`src/rtl/velocity_estimator_if.sv`:
```
// rtl/velocity_estimator_if.sv - position-in / velocity-out stream bundle for velocity_estimator
interface velocity_estimator_if #(
    parameter int AXIS_TDATA_WIDTH = 32
);
    // Input position stream (no back-pressure)
    logic                        S_AXIS_tvalid;
    logic [AXIS_TDATA_WIDTH-1:0] S_AXIS_tdata;
    // Output velocity stream
    logic                        M_AXIS_tvalid;
    logic                        M_AXIS_tready;
    logic [AXIS_TDATA_WIDTH-1:0] M_AXIS_tdata;

    // Estimator view: sinks positions, sources velocities
    modport master (
        input  S_AXIS_tvalid,
        input  S_AXIS_tdata,
        output M_AXIS_tvalid,
        input  M_AXIS_tready,
        output M_AXIS_tdata
    );

    // Environment view: sources positions, sinks velocities
    modport slave (
        output S_AXIS_tvalid,
        output S_AXIS_tdata,
        input  M_AXIS_tvalid,
        output M_AXIS_tready,
        input  M_AXIS_tdata
    );
endinterface

```
`src/rtl/velocity_estimator.sv`:
```
// rtl/velocity_estimator.sv - windowed position-delta velocity estimator (option: VELOCITY_ESTIMATOR_SCALE_EN)
module velocity_estimator #(
    parameter int AXIS_TDATA_WIDTH = 32,
    parameter int LOG_COUNT_WIDTH  = 5,
    parameter int MAX_LOG_COUNT    = 16
) (
    input  logic                       SYS_aclk,
    input  logic                       SYS_aresetn,
    input  logic [LOG_COUNT_WIDTH-1:0] FC_log_count,
    velocity_estimator_if.master       axis,
    output logic                       ST_overrun
);
    localparam int W   = AXIS_TDATA_WIDTH;
    localparam int CW  = MAX_LOG_COUNT;
    localparam int L_W = $clog2(MAX_LOG_COUNT + 1);

    typedef enum logic {
        WAIT_REF,
        ACCUM
    } state_t;

    state_t          state_q;
    logic [CW-1:0]   counter_q;
    logic [W-1:0]    pos_ref_q;
    logic [L_W-1:0]  l_q;
    logic            m_tvalid_q;
    logic [W-1:0]    m_tdata_q;
    logic            overrun_q;

    logic [L_W-1:0]  l_d;
    logic [CW:0]     win_last_w;
    logic            close_w;
    logic [W-1:0]    result_w;
    logic [W-1:0]    out_w;

    // Clamp the requested exponent, work out the window's last count and the delta
    always_comb begin
        l_d = L_W'(FC_log_count);
        if (32'(FC_log_count) > 32'(MAX_LOG_COUNT)) begin
            l_d = L_W'(MAX_LOG_COUNT);
        end
        win_last_w = ((CW + 1)'(1) << l_q) - (CW + 1)'(1);
        close_w    = (state_q == ACCUM) && axis.S_AXIS_tvalid
                     && (counter_q == win_last_w[CW-1:0]);
        // Wrap-around subtraction gives the true delta while it fits in W bits
        result_w   = axis.S_AXIS_tdata - pos_ref_q;
`ifdef VELOCITY_ESTIMATOR_SCALE_EN
        // Mean per-sample velocity using the exponent of the window just closed
        out_w      = $signed(result_w) >>> l_q;
`else
        out_w      = result_w;
`endif
    end

    // Window FSM plus the one-entry output register and sticky overrun flag
    always_ff @(posedge SYS_aclk) begin
        if (!SYS_aresetn) begin
            state_q    <= WAIT_REF;
            counter_q  <= '0;
            pos_ref_q  <= '0;
            l_q        <= '0;
            m_tvalid_q <= 1'b0;
            m_tdata_q  <= '0;
            overrun_q  <= 1'b0;
        end else begin
            case (state_q)
                WAIT_REF: begin
                    if (axis.S_AXIS_tvalid) begin
                        pos_ref_q <= axis.S_AXIS_tdata;
                        counter_q <= '0;
                        l_q       <= l_d;
                        state_q   <= ACCUM;
                    end
                end
                ACCUM: begin
                    if (axis.S_AXIS_tvalid) begin
                        if (close_w) begin
                            pos_ref_q <= axis.S_AXIS_tdata;
                            counter_q <= '0;
                            l_q       <= l_d;
                        end else begin
                            counter_q <= counter_q + CW'(1);
                        end
                    end
                end
                default: state_q <= WAIT_REF;
            endcase

            if (m_tvalid_q && axis.M_AXIS_tready) begin
                m_tvalid_q <= 1'b0;
            end
            // A slot is free if empty or being drained this cycle; otherwise drop the result
            if (close_w) begin
                if (!m_tvalid_q || axis.M_AXIS_tready) begin
                    m_tvalid_q <= 1'b1;
                    m_tdata_q  <= out_w;
                end else begin
                    overrun_q  <= 1'b1;
                end
            end
        end
    end

    assign axis.M_AXIS_tvalid = m_tvalid_q;
    assign axis.M_AXIS_tdata  = m_tdata_q;
    assign ST_overrun         = overrun_q;
endmodule

```
`src/flat_wrapper.sv`:
```
// flat-port wrapper written by rule: the top's interface ports become plain ports
module velocity_estimator_flat 
#(
    parameter int AXIS_TDATA_WIDTH = 32,
    parameter int LOG_COUNT_WIDTH  = 5,
    parameter int MAX_LOG_COUNT    = 16
)
  (SYS_aclk, SYS_aresetn, FC_log_count, ST_overrun, axis_S_AXIS_tvalid, axis_S_AXIS_tdata, axis_M_AXIS_tvalid, axis_M_AXIS_tready, axis_M_AXIS_tdata);
  velocity_estimator_if #(.AXIS_TDATA_WIDTH(AXIS_TDATA_WIDTH)) axis_i ();
  input  logic SYS_aclk;
  input  logic SYS_aresetn;
  input  logic [LOG_COUNT_WIDTH-1:0] FC_log_count;
  output logic ST_overrun;
  input wire logic [$bits(axis_i.S_AXIS_tvalid)-1:0] axis_S_AXIS_tvalid;
  input wire logic [$bits(axis_i.S_AXIS_tdata)-1:0] axis_S_AXIS_tdata;
  output wire logic [$bits(axis_i.M_AXIS_tvalid)-1:0] axis_M_AXIS_tvalid;
  input wire logic [$bits(axis_i.M_AXIS_tready)-1:0] axis_M_AXIS_tready;
  output wire logic [$bits(axis_i.M_AXIS_tdata)-1:0] axis_M_AXIS_tdata;
  assign axis_i.S_AXIS_tvalid = axis_S_AXIS_tvalid;
  assign axis_i.S_AXIS_tdata = axis_S_AXIS_tdata;
  assign axis_M_AXIS_tvalid = axis_i.M_AXIS_tvalid;
  assign axis_i.M_AXIS_tready = axis_M_AXIS_tready;
  assign axis_M_AXIS_tdata = axis_i.M_AXIS_tdata;
  velocity_estimator #(.AXIS_TDATA_WIDTH(AXIS_TDATA_WIDTH), .LOG_COUNT_WIDTH(LOG_COUNT_WIDTH), .MAX_LOG_COUNT(MAX_LOG_COUNT)) u_core (.SYS_aclk(SYS_aclk), .SYS_aresetn(SYS_aresetn), .FC_log_count(FC_log_count), .axis(axis_i), .ST_overrun(ST_overrun));
endmodule
```
`config.mk`:
```
export PLATFORM = sky130hd
export DESIGN_NAME = velocity_estimator_flat
export DESIGN_NICKNAME = d
export VERILOG_FILES = /design/src/rtl/velocity_estimator_if.sv /design/src/rtl/velocity_estimator.sv /design/src/flat_wrapper.sv
export SDC_FILE = /design/constraint.sdc
export NUM_CORES = 1
export LEC_CHECK = 0
export CAP_MARGIN = 20
export CORE_ASPECT_RATIO = 0.5
export CORE_MARGIN = 2
export CORE_UTILIZATION = 55
export DETAILED_ROUTE_END_ITERATION = 6
export PLACE_DENSITY_LB_ADDON = 0.12
export SYNTH_ARGS = -nofsm -noshare
export SYNTH_HDL_FRONTEND = slang
export SYNTH_SLANG_ARGS = --single-unit
export TNS_END_PERCENT = 1
```
`constraint.sdc`:
```
create_clock -name SYS_aclk -period 6.01 [get_ports SYS_aclk]
set_clock_uncertainty 0.2 [all_clocks]
set_input_delay 0.601 -clock SYS_aclk [delete_from_list [all_inputs] [get_ports SYS_aclk]]
set_output_delay 0.601 -clock SYS_aclk [all_outputs]
set_load 0.01 [all_outputs]
```
==> summary.txt, run 1 <==
Clock network
  • H-tree levels: 3
  • Clock tree from TritonCTS: done
  • Num Clock Sinks: 88
  • Number of buffers inserted during clock tree synthesis: 9
  • Latest clock arrival within the worst-skew pair: 0.35 ns
  • Clock root buffer: clkbuf_16
  • Post-cts hold buffer count: 0
  • Clock-pin slew of the registers on the worst-case setup and hold paths: 0.06 ns
  • Cts repair resizes: 0
  • Number of buffers on the longest clock path: 2
  • Post-CTS setup repair buffer count: 0

Power and ir drop
  • Combinational share of power: 0.239
  • Switching power summed over all nets: 0.0004845 W
  • Switching power as a share of total power: 0.2989
  • Worst IR drop on VDD: between 0.1 and 0.15 mV
  • Areal power density over the cells: 237.1 nW/um^2
  • Fraction of power consumed by the clock network: 0.382
  • Static power due to leakage: about 2.5 nW
  • Cell Int Power: between 0.001 and 0.0015 W
  • Register share of total power: 0.379

Hold path
  • Hold path endpoint: u_core.ST_overrun
  • Depth of the worst hold-timing path: 2
  • Hold wc startpoint: u_core.ST_overrun
  • Type of the tightest min-delay check: reg2reg

Route
  • DRT Pass-1 Iters: 5
  • Post-DR wirelength/cell: around 15 um
  • Detailed-route DRC error count: 0
  • Total routed wirelength: about 14000 um
  • Vias per cell: ~5.9
  • Number of design-rule violations left by the first detailed-router iteration: 255
  • Antenna Violating Nets Remaining: 0
  • Number of vias after detailed routing: around 5300

STA
  • Total setup violations reported at the end of the flow: 0
  • Pins over their slew limit: 0
  • Final-layout worst hold slack: about 0.28 ns
  • Fin crit share: 0.7494
  • FMAX: roughly 220 MHz
  • Least-Margin Pin Slew: 0.9570 ns
  • Rel. slew slack: 0.3604
  • Final critical path time including I/O delays and setup: 4.504 ns
  • Final Hold Vio Count: 0
  • Post-Route Setup TNS: 0 ns
  • RSZ-0062 raised after global routing: false

GRT
  • Maximum number of pins on one net before global-route repair: roughly 60
  • GR Overflow Total: 0
  • Number of global-route vias before repair: approximately 5000
  • Initial antenna violation count: 0
  • Global-route wire length before repair: ~23000 um
  • GRT Util Overall: 0.2517

Placed design
  • Placed insts: about 900
  • Placer's final routability congestion estimate: roughly 0.90
  • # port buffers: 74
  • Half-perimeter wire length after placement: just under 10000 um

Layout
  • Share of post-route cells with drive strength above 1: 0.04688
  • Leading cell type in the layout, fill and taps excluded: dfxtp_1
  • Diodes inserted: 0
  • Top library cells by usage in the layout, fill and taps aside: dfxtp_1, clkdlybuf4s50_1, nor2_1
  • Area growth syn-to-layout: 18.78%
  • Number of nets in the layout: about 840
  • Final cell count without fillers: a little over 900

Synth
  • Share of Yosys cell area claimed by the top area cell type: 0.3061
  • Post-synth ARST share: 0
  • Cell area after synthesis: 5756 um^2
  • Post-synthesis average cell area: between 7 and 8 um^2
  • Synthesis Warnings: 0
  • Synth Instances: a little over 700
  • Post-synth net total: 795
  • Seq/Total Area, Yosys: 0.3061
  • Primary flip-flop cell chosen by synthesis mapping: dfxtp_1
  • Number of unique standard cell types used by synthesis: between 70 and 80
  • Library cell occupying the most area in the post-synthesis netlist: dfxtp_1
  • Most area-consuming cells after synthesis: dfxtp_1, ha_1, nand3_1, o31ai_1, nor2_1
  • Count of flip-flops with a built-in enable after synthesis: 0
  • Total of flip-flops plus latches after synthesis: 88

Die
  • Die Height: 76.34 um
  • Die Area: 11350 um^2
  • Horizontal die dimension: roughly 150 um
  • Area of the core: 10180 um^2
  • Initial core utilization: 0.5652
  • Cell row count: 26
  • I/O pin total: between 70 and 80

Setup path
  • Critical register-to-register path endpoint: u_core.l_q[2]
  • Worst setup path category: reg2reg
  • Worst Setup Start Kind: register
  • Worst r2r src: u_core.l_q[2]
  • Slack of the worst reg-to-reg path: around 1.5 ns
  • Kind of end point of the critical path: register
  • Max Fanout on Critical Path: 42
  • Critical path's largest stage delay: between 0.8 and 0.9 ns
  • Series of cell instances along the critical path: nor3_1, nand2_1, ha_1, inv_1, a2bb2o_1, or3_1, a222oi_1, o2111ai_2, a21boi_4, buf_12, nand4b_1, o31ai_1
  • Cell class contributing the biggest share of worst-path delay: compound AO/OA/AOI/OAI gates
  • Crit path depth: 12
  • Cells on worst reg2reg path: 12
  • Critical path required time: between 6 and 7 ns
  • Crit path buffers/inverters: 2
  • Data arrival, critical path: about 4.6 ns
  • Cell with the largest stage delay on the worst path: a21boi_4

Run
  • Max-cap viol count: 0

Run status
  • Run status: completed
==> power by group through the flow <==
stage | Sequential (W) | Clock, W | Combinational [W]
finish | 0.000614 | 0.000619 | 0.000388
global route | 0.000616 | 0.000659 | 0.000432
CTS | 0.000614 | 0.000627 | 0.000385
detailed placement | 0.000627 | 0 | 0.000380
global placement | 0.000627 | 0 | 0.000378
floorplan | 0.000621 | 0 | 0.000288
==> cell usage after synthesis, types with 3 or more instances <==
cell / n
a21oi_1: 37
nand3_1: 55
o31ai_1: 35
ha_1: 33
or3_1: 12
o21a_1: 10
a211oi_1: 5
buf_6: 4
xor2_1: 17
nor2_1: 67
nor3b_1: 3
nand2_1: 43
nor4_1: 5
nor2b_1: 9
buf_2: 11
a21boi_0: 3
o21ai_0: 33
nand2b_1: 10
dfxtp_1: 88
a211oi_2: 4
nor3_1: 10
o211ai_1: 5
nand4b_1: 4
or4_1: 3
o22ai_1: 11
a31oi_1: 3
and3_1: 9
nand4_1: 14
clkbuf_1: 29
inv_1: 42
a21o_1: 17
xnor2_1: 21
mux2i_1: 19
o2111ai_1: 3
==> worst max-delay path by stage <==
stage                             start                      endpoint
after global routing      u_core.l_q[2]          u_core.pos_ref_q[18]
after detailed placement  u_core.l_q[2]                 u_core.l_q[2]
after floorplan           u_core.l_q[3]  u_core.axis.M_AXIS_tdata[10]
after global placement    u_core.l_q[2]                 u_core.l_q[2]
after CTS                 u_core.l_q[2]                 u_core.l_q[2]
final                     u_core.l_q[2]                 u_core.l_q[2]
==> stage by stage <==
step | cell area [um^2] | power [W] | util | setup WS (ns)
2_1_floorplan | 5756 | 0.0009091 | - | 2.445
3_3_place_gp | 6489 | 0.001005 | 0.6373 | 1.622
3_5_place_dp | 6489 | 0.001008 | 0.6373 | 1.532
4_1_cts | 6817 | 0.001626 | 0.6695 | 1.517
5_1_grt | 6837 | 0.001707 | 0.6714 | 1.142
6_report | 6837 | 0.001621 | 0.6714 | 1.506
==> layout make-up <==
cell class | count | area (um^2)
well taps | 140 | 175.2
flip-flops and latches | 88 | 1762
clock buffers | 9 | 225.2
multi-input cells | 543 | 3620
repair buffers | 78 | 790.8
clock inverters | 7 | 102.6
inverters | 43 | 161.4
fillers | 871 | 3346
==> kinds of logic (layout without fill, tap and decap cells) <==
| logic type | count (synthesis) | in the layout | synth area share |
|---|---|---|---|
| compound gates | 195 | 195 | 0.2350 |
| xor+xnor | 38 | 38 | 0.05783 |
| fa+ha+maj | 34 | 34 | 0.07522 |
| buf+inv | 89 | 137 | 0.06695 |
| flops | 88 | 88 | 0.3061 |
| mux | 20 | 20 | 0.03500 |
| simple gates | 256 | 256 | 0.2239 |
==> worst min-delay path: stages, from the launching register on <==
cell	delay, ns
dfxtp_1	0.33
a21oi_1	0.04
nor2_1	0.07
==> state kept, by name, summed over array words and instances (netlist names) <==
signal and cells:
u_core.axis.M_AXIS_tdata 32, u_core.pos_ref_q 32, u_core.counter_q 16, u_core.l_q 5, u_core.ST_overrun 1, u_core.axis.M_AXIS_tvalid 1
u_core.state_q 1
==> layer usage <==
layer	global-route usage	wire length, um	up-vias
li1	-	-	2710
met1	0.3276	6435	2513
met2	0.4199	6531	105
met3	0.05210	655	21
met4	0.08190	225	0
met5	0	0	-
Note: power is estimated with default switching activity, not from simulation.
==> run 2, diff against run 1 <==
==> constraint.sdc (replaced) <==
create_clock -name SYS_aclk -period 4.34 [get_ports SYS_aclk]
set_clock_uncertainty 0.2 [all_clocks]
set_input_delay 0.434 -clock SYS_aclk [delete_from_list [all_inputs] [get_ports SYS_aclk]]
set_output_delay 0.434 -clock SYS_aclk [all_outputs]
set_load 0.01 [all_outputs]
==> run 2 against run 1 <==
Clock-buffer cell count did not move. Hold slack lost 0.0031 ns. Sequential cell count unchanged. Highest routed layer unchanged.
==> summary.txt, run 2 (same netlist as run 1, synthesis figures left out) <==
Run status
  • Run status: completed

Layout
  • Multi-input logic area: 3620 um^2
  • Storage element area: about 1800 um^2
  • Fill cell instance count of the final layout: just under 900
  • Area growth syn-to-layout: 20.20%
  • Top library cells by usage in the layout, fill and taps aside: dfxtp_1, clkdlybuf4s50_1, nor2_1
  • Non-Filler Cell Area, Final: 6918 um^2
  • Number of nets in the layout: around 840
  • Final cell count without fillers: 914
  • Share of post-route cells with drive strength above 1: 0.05426
  • Leading cell type in the layout, fill and taps excluded: dfxtp_1
  • Diodes inserted: 0

Die
  • Horizontal die dimension: ~150 um
  • I/O pin total: 75
  • Die Area: ~11000 um^2
  • Initial core utilization: 0.5652
  • Cell row count: 26
  • Area of the core: between 10000 and 15000 um^2
  • Die Height: 76.34 um

Setup path
  • Slack of the worst reg-to-reg path: roughly 0.29 ns
  • Critical path's largest stage delay: between 0.4 and 0.5 ns
  • Critical register-to-register path endpoint: u_core.axis.M_AXIS_tdata[18]
  • Series of cell instances along the critical path: nor3_1, nand2_1, ha_1, inv_1, a2bb2o_1, or3_1, a222oi_1, o2111ai_2, nor3_4, buf_12, mux2i_1, nor2_1
  • Kind of end point of the critical path: register
  • Worst Setup Start Kind: register
  • Critical path origin: u_core.l_q[1]
  • Worst r2r src: u_core.l_q[1]
  • Cell with the largest stage delay on the worst path: dfxtp_1
  • Worst setup path category: reg2reg
  • Max Fanout on Critical Path: 38
  • Crit path buffers/inverters: 2
  • Cell class contributing the biggest share of worst-path delay: simple AND/OR/NAND/NOR gates
  • Cells on worst reg2reg path: 12
  • Data arrival, critical path: about 4 ns
  • Last element of the critical path: u_core.axis.M_AXIS_tdata[18]
  • Critical path required time: 4.36 ns
  • Crit path depth: 12

GRT
  • Initial antenna violation count: 0
  • Maximum number of pins on one net before global-route repair: 61
  • Number of global-route vias before repair: a little under 5000
  • GR Overflow Total: 0
  • Global-route wire length before repair: roughly 23000 um
  • GRT Util Overall: 0.2497

Clock network
  • Latest clock arrival within the worst-skew pair: 0.34 ns
  • Post-cts hold buffer count: 0
  • Number of buffers inserted during clock tree synthesis: 9
  • Clock root buffer: clkbuf_16
  • H-tree levels: 3
  • Num Clock Sinks: a little under 90
  • Clock tree from TritonCTS: done
  • Clock-pin slew of the registers on the worst-case setup and hold paths: approximately 0.06 ns
  • Number of buffers on the longest clock path: 2

Route
  • Post-DR wirelength/cell: roughly 16 um
  • DRT Pass-1 Iters: 5
  • Antenna Violating Nets Remaining: 0
  • Total routed wirelength: ~14000 um
  • Vias per cell: slightly below 6
  • Number of vias after detailed routing: between 5000 and 6000
  • Detailed-route DRC error count: 0
  • Number of design-rule violations left by the first detailed-router iteration: 291

STA
  • Final Hold Vio Count: 0
  • Fin crit share: 0.9330
  • Post-Route Setup TNS: 0 ns
  • Rel. slew slack: 0.3427
  • FMAX: between 200 and 250 MHz
  • Total setup violations reported at the end of the flow: 0
  • Pins over their slew limit: 0
  • Final critical path time including I/O delays and setup: 4.049 ns
  • Least-Margin Pin Slew: roughly 0.96 ns

Placed design
  • # port buffers: 74
  • Placed insts: slightly below 900
  • Placer's final routability congestion estimate: 0.9376
  • Half-perimeter wire length after placement: between 10000 and 15000 um
  • Cell area after placement: roughly 6500 um^2

Power and ir drop
  • Static power due to leakage: around 2.6 nW
  • Register share of total power: 0.366
  • Switching power summed over all nets: 0.0006776 W
  • Fraction of power consumed by the clock network: 0.397
  • Areal power density over the cells: ~330 nW/um^2
  • Switching power as a share of total power: 0.2927
  • Cell Int Power: 0.001638 W
  • Combinational share of power: 0.236
  • Post-layout power: around 0.0023 W
  • Worst IR drop on VDD: between 0.2 and 0.25 mV

Run
  • Max-cap viol count: 0

Hold path
  • Type of the tightest min-delay check: reg2reg
==> run 2: worst min path at each step <==
| stage | start | end | slack, ns | cells after the start |
|---|---|---|---|---|
| 3_3_place_gp | u_core.pos_ref_q[0] | u_core.pos_ref_q[0] | 0.25 | 2 |
| 5_1_grt | u_core.pos_ref_q[20] | u_core.pos_ref_q[20] | 0.30 | 2 |
| 6_report | u_core.ST_overrun | u_core.ST_overrun | 0.27 | 2 |
| 2_1_floorplan | u_core.pos_ref_q[0] | u_core.pos_ref_q[0] | 0.24 | 2 |
| 3_5_place_dp | u_core.pos_ref_q[31] | u_core.pos_ref_q[31] | 0.27 | 2 |
| 4_1_cts | u_core.pos_ref_q[31] | u_core.pos_ref_q[31] | 0.28 | 2 |
==> run 2: layer usage <==
layer,part of all wire,up-vias,GRT usage
met3,0.042,23,0.05210
met4,0.015,0,0.05810
li1,-,2725,-
met1,0.47,2509,0.3260
met2,0.47,112,0.4259
met5,0,-,0
==> run 2: layout make-up <==
cell class,instances,share of cell area
multi-input cells,543,0.5232
flip-flops and latches,88,0.2547
repair buffers,84,0.1226
clock buffers,9,0.03256
well taps,140,0.02532
inverters,43,0.02333
clock inverters,7,0.01827
==> run 2: power by group through the flow <==
stage | combinational, W | sequential [W] | clock [W]
2_1_floorplan | 0.000399 | 0.000860 | 0
3_3_place_gp | 0.000529 | 0.000866 | 0
3_5_place_dp | 0.000532 | 0.000867 | 0
4_1_cts | 0.000539 | 0.000848 | 0.000941
5_1_grt | 0.000605 | 0.000851 | 0.000973
6_report | 0.000547 | 0.000848 | 0.000920
==> run 2: through the flow <==
| stage | setup WS (ns) | utilization | hold slack (ns) |
|---|---|---|---|
| final | 0.2907 | 0.6794 | 0.2731 |
| after global routing | -0.001228 | 0.6794 | 0.3008 |
| after CTS | 0.1878 | 0.6752 | 0.2773 |
| after detailed placement | 0.2274 | 0.6407 | 0.2666 |
| after global placement | 0.2848 | 0.6407 | 0.2506 |
| after floorplan | 0.7753 | - | 0.2397 |
==> run 2: tightest hold or removal path: stages, from the launching register on <==
cell	delay (ns)
dfxtp_1	0.33
a21oi_1	0.04
nor2_1	0.07
==> run 2: what timing repair did <==
item	in CTS	in global routing
setup buffers	0	3
setup endpoints to repair	0	23
resized for setup	0	0
